$ cat config.mk
export PLATFORM = sky130hd
export DESIGN_NAME = spi_burst_ctrl
export DESIGN_NICKNAME = d
export VERILOG_FILES = /design/src/rtl/spi_pkg.sv /design/src/rtl/spi_sync_fifo.sv /design/src/rtl/spi_burst_ctrl.sv
export SDC_FILE = /design/constraint.sdc
export NUM_CORES = 1
export LEC_CHECK = 0
export CAP_MARGIN = 0
export CELL_PAD_IN_SITES_DETAIL_PLACEMENT = 0
export CELL_PAD_IN_SITES_GLOBAL_PLACEMENT = 1
export CORE_ASPECT_RATIO = 1.25
export CORE_MARGIN = 2
export CORE_UTILIZATION = 49
export CTS_CLUSTER_DIAMETER = 50
export CTS_CLUSTER_SIZE = 20
export DETAILED_ROUTE_END_ITERATION = 8
export GPL_TIMING_DRIVEN = 0
export PLACE_DENSITY_LB_ADDON = 0.1
export SETUP_SLACK_MARGIN = 0.3
export SYNTH_ARGS = -nofsm -noshare
export SYNTH_HDL_FRONTEND = slang
export SYNTH_SLANG_ARGS = --single-unit
$ cat constraint.sdc
create_clock -name clk -period 3.7 [get_ports clk]
set_input_delay 1.11 -clock clk [delete_from_list [all_inputs] [get_ports clk]]
set_output_delay 1.11 -clock clk [all_outputs]
set_load 0.05 [all_outputs]
$ cat src/rtl/spi_pkg.sv
// Shared types and helpers for the SPI burst controller and its FIFOs.
package spi_pkg;

    typedef enum logic [1:0] {
        IDLE,
        LAUNCH,
        WAIT_BUSY,
        WAIT_DONE
    } state_t;

    localparam int DEFAULT_DATA_WIDTH = 8;

    // Occupancy counters need to represent 0..depth inclusive.
    function automatic int level_width(input int depth);
        return $clog2(depth) + 1;
    endfunction

endpackage

$ cat src/rtl/spi_sync_fifo.sv
// Synchronous first-word-fall-through FIFO with flush; a pop frees a slot for a push in the same cycle.
module spi_sync_fifo
    import spi_pkg::*;
#(
    parameter int DATA_WIDTH = DEFAULT_DATA_WIDTH,
    parameter int DEPTH      = 8
) (
    input  logic                          clk,
    input  logic                          reset,
    input  logic                          flush,
    input  logic                          push,
    input  logic [DATA_WIDTH-1:0]         wdata,
    output logic                          in_ready,
    input  logic                          pop,
    output logic [DATA_WIDTH-1:0]         rdata,
    output logic                          out_valid,
    output logic [level_width(DEPTH)-1:0] level
);

    localparam int AW = $clog2(DEPTH);
    localparam int LW = level_width(DEPTH);

    logic [DATA_WIDTH-1:0] mem [DEPTH];
    logic [AW-1:0]         wr_ptr_reg;
    logic [AW-1:0]         rd_ptr_reg;
    logic [LW-1:0]         level_reg;
    logic                  full;
    logic                  push_fire;
    logic                  pop_fire;

    assign full      = (level_reg == LW'(DEPTH));
    assign out_valid = (level_reg != '0);
    assign pop_fire  = pop && out_valid;
    assign in_ready  = !full || pop_fire;
    assign push_fire = push && in_ready;
    assign rdata     = mem[rd_ptr_reg];
    assign level     = level_reg;

    always_ff @(posedge clk) begin
        if (reset || flush) begin
            wr_ptr_reg <= '0;
            rd_ptr_reg <= '0;
            level_reg  <= '0;
        end else begin
            if (push_fire) begin
                wr_ptr_reg <= wr_ptr_reg + AW'(1);
            end
            if (pop_fire) begin
                rd_ptr_reg <= rd_ptr_reg + AW'(1);
            end
            case ({push_fire, pop_fire})
                2'b10:   level_reg <= level_reg + LW'(1);
                2'b01:   level_reg <= level_reg - LW'(1);
                default: level_reg <= level_reg;
            endcase
        end
    end

    // Storage has no reset so it can map onto RAM.
    always_ff @(posedge clk) begin
        if (push_fire && !flush && !reset) begin
            mem[wr_ptr_reg] <= wdata;
        end
    end

endmodule

$ cat src/rtl/spi_burst_ctrl.sv
// Queues bytes for spi_master, issues one go per byte and collects each datao into an RX FIFO.
module spi_burst_ctrl
    import spi_pkg::*;
#(
    parameter int DATA_WIDTH   = DEFAULT_DATA_WIDTH,
    parameter int FIFO_DEPTH   = 8,
    parameter int BUSY_TIMEOUT = 15
) (
    input  logic                               clk,
    input  logic                               reset,
    input  logic                               enable,
    input  logic                               flush,
    input  logic                               tx_valid,
    output logic                               tx_ready,
    input  logic [DATA_WIDTH-1:0]              tx_data,
    output logic                               rx_valid,
    input  logic                               rx_ready,
    output logic [DATA_WIDTH-1:0]              rx_data,
    output logic [level_width(FIFO_DEPTH)-1:0] tx_level,
    output logic [level_width(FIFO_DEPTH)-1:0] rx_level,
    output logic                               idle,
    output logic                               timeout_err,
    output logic                               spi_go,
    output logic [DATA_WIDTH-1:0]              spi_datai,
    input  logic                               spi_busy,
    input  logic                               spi_done,
    input  logic [DATA_WIDTH-1:0]              spi_datao
);

    localparam int LW = level_width(FIFO_DEPTH);
    localparam int CW = $clog2(BUSY_TIMEOUT + 1);

    state_t                state_reg;
    state_t                state_next;
    logic                  go_reg;
    logic [DATA_WIDTH-1:0] datai_reg;
    logic [CW-1:0]         tmo_cnt_reg;
    logic                  done_seen_reg;
    logic                  err_reg;

    logic                  tx_pop;
    logic                  tx_nonempty;
    logic [DATA_WIDTH-1:0] tx_head;
    logic                  capture;
    logic                  rx_push;
    logic                  rx_room;
    logic                  timeout_hit;
    logic                  inflight;
    logic [LW:0]           committed;
    logic                  can_launch;

    spi_sync_fifo #(
        .DATA_WIDTH (DATA_WIDTH),
        .DEPTH      (FIFO_DEPTH)
    ) u_tx_fifo (
        .clk       (clk),
        .reset     (reset),
        .flush     (flush),
        .push      (tx_valid),
        .wdata     (tx_data),
        .in_ready  (tx_ready),
        .pop       (tx_pop),
        .rdata     (tx_head),
        .out_valid (tx_nonempty),
        .level     (tx_level)
    );

    spi_sync_fifo #(
        .DATA_WIDTH (DATA_WIDTH),
        .DEPTH      (FIFO_DEPTH)
    ) u_rx_fifo (
        .clk       (clk),
        .reset     (reset),
        .flush     (flush),
        .push      (rx_push),
        .wdata     (spi_datao),
        .in_ready  (rx_room),
        .pop       (rx_ready),
        .rdata     (rx_data),
        .out_valid (rx_valid),
        .level     (rx_level)
    );

    // A transfer still owes an RX word until its done has been captured.
    assign inflight   = (state_reg != IDLE) && !done_seen_reg;
    assign committed  = {1'b0, rx_level} + {{LW{1'b0}}, inflight};
    assign can_launch = enable && tx_nonempty && !flush &&
                        (committed < (LW + 1)'(FIFO_DEPTH));
    assign rx_push    = capture && rx_room;

    always_comb begin
        state_next  = state_reg;
        tx_pop      = 1'b0;
        capture     = 1'b0;
        timeout_hit = 1'b0;
        case (state_reg)
            IDLE: begin
                if (can_launch) begin
                    tx_pop     = 1'b1;
                    state_next = LAUNCH;
                end
            end
            LAUNCH: state_next = WAIT_BUSY;
            WAIT_BUSY: begin
                if (spi_done) begin
                    capture    = 1'b1;
                    state_next = WAIT_DONE;
                end else if (spi_busy) begin
                    state_next = WAIT_DONE;
                end else if (tmo_cnt_reg == CW'(BUSY_TIMEOUT - 1)) begin
                    timeout_hit = 1'b1;
                    state_next  = IDLE;
                end
            end
            WAIT_DONE: begin
                if (done_seen_reg) begin
                    if (!spi_busy) begin
                        state_next = IDLE;
                    end
                end else if (spi_done) begin
                    capture    = 1'b1;
                    state_next = IDLE;
                end
            end
            default: state_next = IDLE;
        endcase
    end

    // go and datai are registered together so datai is stable whenever go is high.
    always_ff @(posedge clk) begin
        if (reset) begin
            state_reg     <= IDLE;
            go_reg        <= 1'b0;
            datai_reg     <= '0;
            tmo_cnt_reg   <= '0;
            done_seen_reg <= 1'b0;
            err_reg       <= 1'b0;
        end else begin
            state_reg <= state_next;
            go_reg    <= tx_pop;
            if (tx_pop) begin
                datai_reg <= tx_head;
            end
            if (state_reg == LAUNCH) begin
                tmo_cnt_reg <= '0;
            end else if (state_reg == WAIT_BUSY) begin
                tmo_cnt_reg <= tmo_cnt_reg + CW'(1);
            end
            if (tx_pop) begin
                done_seen_reg <= 1'b0;
            end else if (state_reg == WAIT_BUSY && spi_done) begin
                done_seen_reg <= 1'b1;
            end
            if (timeout_hit) begin
                err_reg <= 1'b1;
            end
        end
    end

    assign spi_go      = go_reg;
    assign spi_datai   = datai_reg;
    assign timeout_err = err_reg;
    assign idle        = (state_reg == IDLE) && (tx_level == '0);

endmodule

==> reports/results.tsv, run 1 <==
stage	metric	value	unit
outcome	status	finished clean	
clocking	Clock transition at path regs	60	ps
routing	Via density	5.50	
sta	Setup-failing EPs final	0	
finish	Synth-to-Final Area Change	20.9	%
hold_path	worst hold path cell count	2	
place	pre-CTS WS	-680	ps
sta	Max-Slew Margin vs Limit	37.7	%
logic_synthesis	Post-Syn Nets	465	
logic_synthesis	Ys Warns	0	
finish	Sequential Area	4640	µm²
sta	Least-Margin Pin Slew	931	ps
sta	Slew Viols, Final	0	
clocking	hold_buf cts	0	
worst_setup_path	CP required	3740	ps
logic_synthesis	Post-synth EDFFs	128	
routing	WL final	13.4	mm
sta	Achievable Freq	300	MHz
finish	fin cells	691	
finish	# fillers	1102	
global_route	vias in the first global route	3838	
power_and_ir_drop	Total Power	3.91	mW
worst_setup_path	critical path endpoint category	flop	
worst_setup_path	R2R Setup Slk	850	ps
logic_synthesis	ys async rst share	0	%
finish	commonest non-fill, non-tap cell in the layout	edfxtp_1	
routing	drt pass-1 iters	4	
floorplan	die area	14800	µm²
clocking	CTS sink cnt	168	
global_route	first-pass GRT wire length	20.9	mm
hold_path	hold endpoint	timeout_err	
finish	share of cells above drive strength 1	22.7	%
worst_setup_path	Critical Path Source	flush	
logic_synthesis	average size of a mapped cell	15.9	µm²
finish	Final Util	60.1	%
logic_synthesis	Seq/Total Area, Yosys	68.3	%
floorplan	Ports	53	
global_route	grt total ovfl	0	
routing	WL/cell	19.4	µm
clocking	CTS Buf Count	17	
worst_setup_path	R2R Path End	u_tx_fifo.level[3]	
routing	routed vias	3799	
finish	area occupied by multi-input gates	2100	µm²
routing	drc violations	0	
floorplan	# rows	48	
power_and_ir_drop	Pwr Density	475	nW/µm²
power_and_ir_drop	Static Leakage	2.63	nW
clocking	clk buf depth	2	
routing	drt initial violations	140	
floorplan	Initial Util	49.7	%
sta	worst setup margin	369	ps
worst_setup_path	Critical Path Fanout Max	9	
sta	Tmin final	3330	ps
floorplan	Core ar.	13700	µm²
hold_path	min-delay src	timeout_err	
clocking	root buffer selected by CTS	clkbuf_16	
routing	Antenna Nets Post-Route	0	
clocking	CTS tree	yes	
sta	RSZ-0062 raised after global routing	true	
worst_setup_path	Crit Reg-Reg Startpoint	u_rx_fifo.level[3]	
logic_synthesis	Synth Instances	427	
logic_synthesis	#FFs+latches synth	168	
global_route	largest net degree at the start of global routing	17	
logic_synthesis	Post-Syn Area	6800	µm²
floorplan	Die X	109	µm
place	dpl cells	656	
worst_setup_path	critical path type	in -> reg	
worst_setup_path	Register-to-Register Path Depth	10	
power_and_ir_drop	Worst VDD drop	0.257	mV
sta	Final Hold Vio Count	0	
worst_setup_path	CP Launch Type	input pin	
logic_synthesis	library cells used by synthesis	45	
logic_synthesis	top_reg_cell synth	edfxtp_1	
finish	ant diodes	0	
place	I/O Buffers	51	
global_route	initial antenna violation count	0	
clocking	H-tree levels	4	
clocking	Worst-Skew Late Latency	410	ps
sta	hold_ws	474	ps
sta	Worst Skew	4.43	ps
place	Post-DP HPWL	9.35	mm
finish	fin nets	542	
global_route	Total GRT Usage	19.7	%
worst_setup_path	crit path DAT	3370	ps
place	Final Wtd Congestion	0.744	
job	Max Cap Violations	0	
hold_path	HP Class	reg -> reg	
finish	commonest non-fill, non-tap cells in the layout	edfxtp_1, nor2_1, dfxtp_1, clkdlybuf4s50_1, mux4_2	
sta	ratio of final minimum period to clock period	90.0	%
floorplan	DIE HEIGHT	136	µm
-- worst max path at each step --
stage	cells past startpoint	to	slack [ps]
after floorplan	5	u_tx_fifo.mem[1][0]	270
after global placement	6	u_tx_fifo.mem[1][5]	-1330
after detailed placement	5	tx_ready	-680
after CTS	5	tx_ready	230
after global routing	5	u_tx_fifo.mem[0][1]	260
final	5	u_tx_fifo.mem[0][1]	370
-- layer usage --
layer | vias up | global-route usage, % | part of all wire [%]
met3 | 14 | 4.38 | 2.8
li1 | 1806 | - | -
met4 | 0 | 6.82 | 1.6
met1 | 1914 | 21.0 | 37
met2 | 65 | 37.3 | 59
met5 | - | 0 | 0
-- layout make-up --
cell class                      instances  share of cell area, %
Timing Repair Buffer                   58                   6.39
Multi-Input combinational cell        223                   25.5
Buffer                                 21                   1.32
Sequential cell                       168                   56.4
Clock inverter                         14                   1.82
Inverter                               15                  0.715
Tap cell                              175                   2.66
Clock buffer                           17                   5.17
-- what timing repair did --
item / 4_1_cts / 5_1_grt
cloned: 0 / 0
hold endpoints to repair: 0 / 0
gates resized for setup: 53 / 20
buffers inserted: 1 / 3
endpoints found under the setup margin: 76 / 55
pin swaps: 1 / 2
-- per-stage QoR --
| step | area, µm² | TNS [ps] |
|---|---|---|
| global placement | 7530 | -51770 |
| global route | 8230 | 0 |
| floorplan | 6810 | 0 |
| finish | 8230 | 0 |
| detailed placement | 7580 | -20250 |
| CTS | 8200 | 0 |
-- worst max-delay path: stages --
cell	delay, ps
clkdlybuf4s50_1	520
or2_2	340
clkbuf_1	220
or4_1	450
nor2_1	720
-- cells by family after synthesis --
logic type | Yosys count | synth area share (%)
and+or+nand+nor | 102 | 7.38
adders and majority gates | 14 | 2.80
buffers and inverters | 36 | 2.13
xor gates and xnor gates | 9 | 1.16
muxes | 52 | 13.7
AOI/OAI and AO/OA | 46 | 4.58
DFF | 168 | 68.3
-- cells in the mapped netlist (2+ instances only) --
cell type	number	area share, %
inv_1	14	0.77
nand2_1	11	0.61
mux2i_1	12	1.8
nor3_1	6	0.44
buf_2	5	0.37
a22oi_1	2	0.22
mux4_2	32	11
ha_1	12	2.2
nand2b_1	8	0.74
edfxtp_1	128	57
nand3_1	6	0.44
buf_1	4	0.22
dfxtp_1	40	12
xor2_1	7	0.90
o211ai_1	2	0.22
a211oi_1	8	0.88
a211oi_2	2	0.37
fa_1	2	0.59
o31ai_1	3	0.33
clkbuf_1	11	0.61
nand4_1	3	0.28
a21oi_1	17	1.3
a31oi_1	2	0.18
xnor2_1	2	0.26
or3_1	5	0.46
o21ai_0	5	0.37
and4b_1	2	0.29
nor2_1	47	2.6
mux2_2	8	1.3
nor4_1	4	0.37
or4_1	3	0.33
-- power by group --
group / total, mW / internal, mW / switching (mW)
clock network: 1.71 / 0.995 / 0.717
logic: 0.151 / 0.0586 / 0.0926
registers: 2.05 / 2.04 / 0.00909
(Power assumes the default switching activity.)
==> run 2, diff against run 1 <==
--- a/config.mk
+++ b/config.mk
@@ -16,7 +16,7 @@
 export DETAILED_ROUTE_END_ITERATION = 8
 export GPL_TIMING_DRIVEN = 0
 export PLACE_DENSITY_LB_ADDON = 0.1
-export SETUP_SLACK_MARGIN = 0.3
+export SETUP_SLACK_MARGIN = 0.4
 export SYNTH_ARGS = -nofsm -noshare
 export SYNTH_HDL_FRONTEND = slang
 export SYNTH_SLANG_ARGS = --single-unit
==> run 2 against run 1 <==
Net effect:
- utilization is essentially flat
- non-clock buffer count is 3 lower
- highest routed layer unchanged
- design area is essentially flat
- via count rose by 0.32%
- flip-flop and latch count is the same
- largest cell class unchanged
- register-to-register slack got worse by 30 ps
- wire length fell by 0.85%
- largest power group unchanged
- power shrank 1.2%
- sequential share of layout area about the same
- global-route usage is 0.36 points lower
- first-iteration DRC count decreased by 29%
==> reports/results.tsv, run 2 (synthesis gave the netlist of run 1 again) <==
stage	metric	value	unit	change
place	Final Wtd Congestion	0.746		+0.26%
floorplan	Die X	109	µm	unchanged
power_and_ir_drop	Pwr Density	469	nW/µm²	-1.2%
sta	Setup-failing EPs final	0		unchanged
clocking	clk buf depth	2		unchanged
sta	Tmin final	3260	ps	-67.4 ps
clocking	CTS tree	yes		
global_route	M1 GR Usage	21.4	%	+0.42 points
routing	WL/cell	19.3	µm	-0.56%
power_and_ir_drop	combinational share of power	3.9	%	about the same
clocking	Clock transition at path regs	70	ps	about the same
routing	drc violations	0		unchanged
routing	routed vias	3811		+0.32%
power_and_ir_drop	Clock Power Share	43.2	%	-0.6 points
worst_setup_path	Crit Reg-Reg Startpoint	u_rx_fifo.level[3]		
power_and_ir_drop	Total Power	3.86	mW	-1.2%
sta	Final Hold Vio Count	0		unchanged
global_route	GR met3 Demand/Resource	3.90	%	-0.48 points
finish	commonest non-fill, non-tap cells in the layout	edfxtp_1, nor2_1, dfxtp_1, clkdlybuf4s50_1, mux4_2		
hold_path	min-delay src	u_rx_fifo.rd_ptr_reg[1]		
floorplan	Initial Util	49.7	%	unchanged
worst_setup_path	Critical Path Fanout Max	4		-5
clocking	Worst-Skew Late Latency	420	ps	about the same
floorplan	Core ar.	13700	µm²	unchanged
clocking	H-tree levels	4		unchanged
place	dpl cells	656		unchanged
place	I/O Buffers	51		unchanged
power_and_ir_drop	Worst VDD drop	0.302	mV	+17%
power_and_ir_drop	Static Leakage	2.65	nW	+0.73%
sta	ratio of final minimum period to clock period	88.2	%	-1.8 points
sta	Max-Slew Margin vs Limit	33.9	%	-3.9 points
routing	drt pass-1 iters	4		unchanged
finish	commonest non-fill, non-tap cell in the layout	edfxtp_1		
place	Post-DP Area	7590	µm²	about the same
worst_setup_path	max incr delay on CP	500	ps	-220 ps
outcome	status	finished clean		
global_route	vias in the first global route	3764		-1.9%
routing	Via density	5.53		+0.61%
worst_setup_path	critical path type	in -> out		
sta	Least-Margin Pin Slew	989	ps	+57.8 ps
clocking	CTS Buf Count	17		unchanged
floorplan	Ports	53		unchanged
finish	ant diodes	0		unchanged
worst_setup_path	CP Launch Type	input pin		
power_and_ir_drop	Reg power frac	52.9	%	+0.6 points
finish	post-route cell area	8230	µm²	about the same
global_route	largest net degree at the start of global routing	18		+1
worst_setup_path	Worst path slowest cell	or4b_4		
routing	drt initial violations	99		-29%
hold_path	HP Class	reg -> reg		
worst_setup_path	CP required	2590	ps	-1150 ps
global_route	first-pass GRT wire length	20.6	mm	-1.4%
worst_setup_path	crit path DAT	2150	ps	-1220 ps
routing	WL final	13.3	mm	-0.85%
worst_setup_path	critical path endpoint category	primary output		
floorplan	DIE HEIGHT	136	µm	unchanged
global_route	grt total ovfl	0		unchanged
place	pre-CTS WS	-668	ps	+12.0 ps
sta	RSZ-0062 raised after global routing	true		
power_and_ir_drop	sw frac	22.7	%	+1.8 points
clocking	hold_buf cts	0		unchanged
finish	fin cells	689		-0.29%
clocking	CTS sink cnt	168		unchanged
floorplan	# rows	48		unchanged
worst_setup_path	Critical Path Source	enable		
routing	Antenna Nets Post-Route	0		unchanged
power_and_ir_drop	switching pwr	0.879	mW	+7.3%
sta	hold_ws	502	ps	+27.7 ps
sta	Slew Viols, Final	0		unchanged
sta	Achievable Freq	306	MHz	+2.1%
global_route	Total GRT Usage	19.3	%	-0.36 points
place	Post-DP HPWL	9.37	mm	+0.28%
floorplan	die area	14800	µm²	unchanged
clocking	root buffer selected by CTS	clkbuf_16		
finish	Final Util	60.1	%	about the same
worst_setup_path	cell breakdown of the critical path	buf_6, or4b_4, o211a_4, clkinv_4, buf_8		
finish	Synth-to-Final Area Change	21.0	%	about the same
worst_setup_path	Register-to-Register Path Depth	10		unchanged
sta	Worst Skew	8.14	ps	+3.71 ps
finish	fin nets	539		-0.55%
finish	share of cells above drive strength 1	23.0	%	+0.28 points
hold_path	worst hold path cell count	2		unchanged
job	Max Cap Violations	0		unchanged
global_route	GR peak layer	met2		
sta	worst setup margin	436	ps	+67.4 ps
power_and_ir_drop	cell internal pwr	2.98	mW	-3.4%
sta	total negative slack	0	ps	unchanged
global_route	initial antenna violation count	0		unchanged
global_route	met2 Track Usage GR	35.7	%	-1.5 points
## run 2: what timing repair did
action	in CTS	in global routing
pin swaps	1	1
gates resized for setup	66	16
endpoints found under the setup margin	99	55
buffers inserted	1	0
## run 2: area by class of cell
cell class,count,area (µm²)
well taps,175,219
multi-input cells,223,2110
flip-flops and latches,168,4640
inverters,15,61.3
plain buffers,21,115
fillers,1079,5460
repair buffers,55,514
clock buffers,18,429
clock inverters,14,134
## run 2: critical path: cells and delay by family
family,cells,cell delay (ps)
simple gates,1,500
compound gates,1,270
buf+inv,3,260
## run 2: power groups by stage
stage / clock (mW) / combinational [mW] / sequential (mW)
after global placement: 0 / 0.145 / 2.09
after floorplan: 0 / 0.0602 / 2.10
after global routing: 1.77 / 0.164 / 2.05
after CTS: 1.70 / 0.150 / 2.04
final: 1.67 / 0.151 / 2.05
after detailed placement: 0 / 0.149 / 2.09
## run 2: path summary, 6_finish.rpt
| path | to | slack, ps |
|---|---|---|
| hold / removal | u_rx_fifo.rd_ptr_reg[1] | 500 |
| setup reg to reg | u_tx_fifo.level[3] | 820 |
| setup / recovery | tx_ready | 440 |
| hold reg to reg | u_rx_fifo.rd_ptr_reg[1] | 500 |
## run 2: routing by layer
metal | wire (µm) | vias to the layer above
met3 | 389 | 18
met4 | 295 | 0
met5 | 0 | -
li1 | - | 1798
met2 | 7560 | 68
met1 | 5060 | 1927
